$ cat src/rtl/pipe_flopenr_pkg.sv
// Shared definitions for the pipe_flopenr elastic pipeline register.
//   occ_width(depth) : width of the occupancy count for a pipeline of
//                      'depth' stages (holds 0..depth).
//   PIPE_WIDTH_DEF / PIPE_DEPTH_DEF : default payload width and stage count.
package pipe_flopenr_pkg;

    localparam int PIPE_WIDTH_DEF = 32;
    localparam int PIPE_DEPTH_DEF = 2;

    function automatic int occ_width(input int depth);
        return $clog2(depth + 1);
    endfunction

endpackage

$ cat src/rtl/pipe_flopenr_stage.sv
// One valid+data stage of the elastic pipeline.
// Ports:
//   clk, reset (async, active low), flush (sync squash of the valid bit)
//   adv      : this stage may take a new value this edge
//   src_vld  : valid of the upstream source
//   src_dat  : payload of the upstream source
//   vld, dat : stage state
module pipe_flopenr_stage
    import pipe_flopenr_pkg::*;
#(
    parameter int               WIDTH     = PIPE_WIDTH_DEF,
    parameter logic [WIDTH-1:0] RESET_VAL = '0
) (
    input  logic             clk,
    input  logic             reset,
    input  logic             flush,
    input  logic             adv,
    input  logic             src_vld,
    input  logic [WIDTH-1:0] src_dat,
    output logic             vld,
    output logic [WIDTH-1:0] dat
);

    always_ff @(posedge clk or negedge reset) begin
        if (!reset) begin
            vld <= 1'b0;
            dat <= RESET_VAL;
        end else begin
            // Flush wins over advance and clears only the valid bit.
            if (flush)
                vld <= 1'b0;
            else if (adv)
                vld <= src_vld;
            // Bubbles never load, so the data bits stay quiet when idle.
            if (adv && src_vld && !flush)
                dat <= src_dat;
        end
    end

endmodule

$ cat src/rtl/pipe_flopenr.sv
// DEPTH-stage elastic pipeline register with valid/ready on both sides,
// bubble collapse and synchronous flush.
// Ports:
//   clk, reset (async, active low), flush (sync squash of all stages)
//   in_valid/in_ready/in_data    : upstream handshake and payload
//   out_valid/out_ready/out_data : downstream handshake, stage DEPTH-1
//   occ                          : occupancy count, only when
//                                  PIPE_FLOPENR_OCC_EN is defined
module pipe_flopenr
    import pipe_flopenr_pkg::*;
#(
    parameter int               WIDTH     = PIPE_WIDTH_DEF,
    parameter int               DEPTH     = PIPE_DEPTH_DEF,
    parameter logic [WIDTH-1:0] RESET_VAL = '0
) (
    input  logic             clk,
    input  logic             reset,
    input  logic             flush,
    input  logic             in_valid,
    output logic             in_ready,
    input  logic [WIDTH-1:0] in_data,
    output logic             out_valid,
    input  logic             out_ready,
    output logic [WIDTH-1:0] out_data
`ifdef PIPE_FLOPENR_OCC_EN
    ,
    output logic [occ_width(DEPTH)-1:0] occ
`endif
);

    logic [DEPTH-1:0]            vld;
    logic [DEPTH-1:0]            adv;
    logic [DEPTH-1:0][WIDTH-1:0] dat;

    for (genvar i = 0; i < DEPTH; i++) begin : g_stage
        logic             s_vld;
        logic [WIDTH-1:0] s_dat;

        if (i == 0) begin : g_head
            assign s_vld = in_valid & in_ready;
            assign s_dat = in_data;
        end else begin : g_body
            assign s_vld = vld[i-1];
            assign s_dat = dat[i-1];
        end

        // Unrolled form of adv[i] = adv[i+1] | ~vld[i]: a stage stalls only
        // when it and every stage after it are full and the output is blocked.
        assign adv[i] = out_ready | ~(&vld[DEPTH-1:i]);

        pipe_flopenr_stage #(
            .WIDTH     (WIDTH),
            .RESET_VAL (RESET_VAL)
        ) u_stage (
            .clk     (clk),
            .reset   (reset),
            .flush   (flush),
            .adv     (adv[i]),
            .src_vld (s_vld),
            .src_dat (s_dat),
            .vld     (vld[i]),
            .dat     (dat[i])
        );
    end

    assign in_ready  = adv[0] & ~flush;
    assign out_valid = vld[DEPTH-1];
    assign out_data  = dat[DEPTH-1];

`ifdef PIPE_FLOPENR_OCC_EN
    localparam int OW = occ_width(DEPTH);

    logic in_xfer, out_xfer;
    assign in_xfer  = in_valid & in_ready;
    assign out_xfer = out_valid & out_ready;

    always_ff @(posedge clk or negedge reset) begin
        if (!reset)
            occ <= '0;
        else if (flush)
            occ <= '0;
        else begin
            case ({in_xfer, out_xfer})
                2'b10:   occ <= occ + OW'(1);
                2'b01:   occ <= occ - OW'(1);
                default: occ <= occ;
            endcase
        end
    end
`endif

endmodule

$ cat config.mk
export PLATFORM = sky130hd
export DESIGN_NAME = pipe_flopenr
export DESIGN_NICKNAME = d
export VERILOG_FILES = /design/src/rtl/pipe_flopenr_pkg.sv /design/src/rtl/pipe_flopenr_stage.sv /design/src/rtl/pipe_flopenr.sv
export SDC_FILE = /design/constraint.sdc
export NUM_CORES = 1
export LEC_CHECK = 0
export BUFFER_PORTS_ARGS = -buffer_cell sky130_fd_sc_hd__buf_2
export CELL_PAD_IN_SITES_DETAIL_PLACEMENT = 0
export CELL_PAD_IN_SITES_GLOBAL_PLACEMENT = 1
export CORE_UTILIZATION = 38
export DETAILED_ROUTE_END_ITERATION = 10
export GPL_TIMING_DRIVEN = 0
export PLACE_DENSITY_LB_ADDON = 0.1
export REMOVE_ABC_BUFFERS = 1
export SLEW_MARGIN = 20
export SYNTH_ARGS = -nofsm -noshare
export SYNTH_HDL_FRONTEND = slang
export SYNTH_SLANG_ARGS = --single-unit
$ cat constraint.sdc
create_clock -name clk -period 1.5 [get_ports clk]
set_input_delay 0.3 -clock clk [delete_from_list [all_inputs] [get_ports clk]]
set_output_delay 0.3 -clock clk [all_outputs]
set_load 0.01 [all_outputs]
==> out/qor.yml <==
outcome:
  status: "complete, but fails checks"
  violations: "negative setup slack"
clocking:
  clock_latency_ps: 320
  path_clk_slew_ps: 60
  clockBufferDepth: 2
  clockRootBuffer: "clkbuf_8"
  cts_hold_buf: 0
  cts_buffers: 9
  cts_tree: "built"
  htree_levels: 3
  cts.sinks: 66
worst_setup_path:
  rr_endpoint: "g_stage[0].u_stage.dat[22]$_DFFE_PN0P_"
  arrival_ps: 1890
  worst_setup_path_end_kind: "flip-flop"
  cp-start-kind: "flip-flop"
  r2r_cells: 4
  crit_chain: "and3b_2, or3b_4, buf_12, mux2_4"
  crit_required_ps: 1700
  crit_fanout: 12
  slowest_delay_ps: 430
  crit_type: "reg2reg"
  r2r_start: "g_stage[0].u_stage.vld$_DFFE_PN0P_"
  ff2ff_setup_slack_ps: -190
  cp_slowest_cell: "or3b_4"
route:
  final_antenna_net_count: 0
  wl_per_cell_um: 17.6
  drt_iter0_drc: 24
  wl_mm: 5.48
  via_count: 1488
  drc: 0
  viasPerCell: 4.77
  drt_pre_antenna_iters: 4
cells_and_area:
  layout_common_cells: "buf_2, dfrtp_1, mux2_4"
  multiInputGateArea_um2: 1030
  nets: 267
  final_common_cell: "buf_2"
  finish.utilization: 0.533
  diodes: 0
  nFillCells: 573
  ff_latch_area_um2: 1650
  drive_above_1_share: 0.685
  finalNonFillerCells: 312
  design_area_um2: 3460
  area_growth_pct: 31.7
sta:
  worstMarginPinSlew_ps: 826
  slew_headroom: 0.449
  setup_ws_ps: -189
  skew_ps: 5.96
  setup_viol: 63
  tns_ps: -6520
  fin_crit_sh: 1.13
  hold_viol: 0
  final.min_clock_period_ps: 1690
  max_freq_mhz: 592
  grt_setup_unrepaired: "yes"
  drv_slew: 0
place:
  gp_congestion: 0.670
  io_buffers: 70
  dp_slack_ps: -333
  place_area_um2: 3030
  dp_cells: 288
  hpwl_mm: 3.09
floorplanning:
  die_area_um2: 7250
  die_width_um: 85.2
  io_pins: 71
  coreArea_um2: 6490
  die_h_um: 85.2
  placementRows: 29
  start_util: 0.405
yosys:
  syn_area_um2: 2630
  synth_cells: 146
  ys_top_cells_by_area: "dfrtp_1, mux2_4, mux2_2"
  yosys.area.top_type: "dfrtp_1"
  synth_seq_cells: 66
  synth_cell_types: 11
  ys_seq_area_frac: 0.628
  synth_warnings: 0
  synth_top_area_share: 0.628
  avgSynthCellArea_um2: 18.0
global_routing:
  grt_antenna_before_repair: 0
  grt_pass1_vias: 1715
  track_usage: 0.167
  overflow: 0
  grt_max_degree: 67
  grt_pass1_wl_mm: 8.96
power_and_ir_drop:
  power_density_nw_per_um2: 1470
  clock_power_share: 0.288
  p_sw_frac: 0.252
  p_leak_nw: 1.77
  peakVddDrop_uv: 565
  combPwrFrac: 0.241
  power_frac_seq: 0.471
  power_switching_w: 0.00129
  p_int_w: 0.00381
flow_run:
  cap_violations: 0
hold_path:
  hp-class: "in2async"
-- critical path: cells and delay by family, from the launching register on --
kind | cells | cell delay, ps
mux | 1 | 300
buf+inv | 1 | 170
flops | 1 | 400
simple gates | 2 | 690
-- per-layer routing --
layer | global-route usage | routed length, µm | vias up
met1 | 0.213 | 2450 | 758
met2 | 0.272 | 2730 | 46
li1 | - | - | 679
met4 | 0.0832 | 54 | 0
met3 | 0.0321 | 238 | 5
met5 | 0 | 0 | -
-- sequential cells by signal, indices dropped and copies added (netlist names) --
register             count
g_stage.u_stage.dat     64
g_stage.u_stage.vld      2
-- synth_stat cells, drive strengths merged --
library cell / number
nor2: 5
and3b: 1
nor3b: 1
mux2: 64
or3b: 1
dfrtp: 66
and2b: 1
buf: 7
-- stage by stage --
stage               total power (W)  hold slack, ps
finish                      0.00509            63.5
floorplan                   0.00298            4.41
global route                0.00537             136
detailed placement          0.00344             447
CTS                         0.00516            92.5
global placement            0.00339             480
-- worst max-delay path by stage --
stage	from	endpoint	slack [ps]	cells after the start
floorplan	g_stage[1].u_stage.vld$_DFFE_PN0P_	g_stage[1].u_stage.dat[0]$_DFFE_PN0P_	-960	3
global placement	out_ready	g_stage[1].u_stage.dat[26]$_DFFE_PN0P_	-1610	4
detailed placement	out_ready	g_stage[0].u_stage.dat[15]$_DFFE_PN0P_	-330	4
CTS	g_stage[1].u_stage.vld$_DFFE_PN0P_	g_stage[0].u_stage.dat[25]$_DFFE_PN0P_	-170	3
global route	g_stage[0].u_stage.vld$_DFFE_PN0P_	g_stage[0].u_stage.dat[22]$_DFFE_PN0P_	-220	4
finish	g_stage[0].u_stage.vld$_DFFE_PN0P_	g_stage[0].u_stage.dat[22]$_DFFE_PN0P_	-190	4
-- cells by family (layout without fill, tap and decap cells) --
kind of cell  Yosys count  in the layout  share of synthesized area
buf+inv                 7             95                     0.0328
flops                  66             66                      0.628
mux                    64             64                      0.317
simple gates            9             10                     0.0219
-- power groups by stage --
stage / registers, W / clock network, W / logic, W
finish: 0.00240 / 0.00147 / 0.00123
global route: 0.00244 / 0.00161 / 0.00132
CTS: 0.00239 / 0.00152 / 0.00125
detailed placement: 0.00240 / 0 / 0.00104
global placement: 0.00237 / 0 / 0.00102
floorplan: 0.00250 / 0 / 0.000480
-- what timing repair did --
| action | 4_1_cts | 5_1_grt |
|---|---|---|
| endpoints found under the hold margin | 0 | 0 |
| gates resized for setup | 41 | 4 |
| buffers inserted | 6 | 1 |
| gates cloned | 3 | 0 |
| pin swaps | 3 | 2 |
| endpoints found under the setup margin | 64 | 65 |
-- cell type report --
| class | count | share of cell area |
|---|---|---|
| Multi-Input combinational cell | 74 | 0.298 |
| Timing Repair Buffer | 79 | 0.140 |
| Clock inverter | 2 | 0.0101 |
| Clock buffer | 14 | 0.0470 |
| Tap cell | 77 | 0.0278 |
| Sequential cell | 66 | 0.477 |
(Power assumes the default switching activity.)
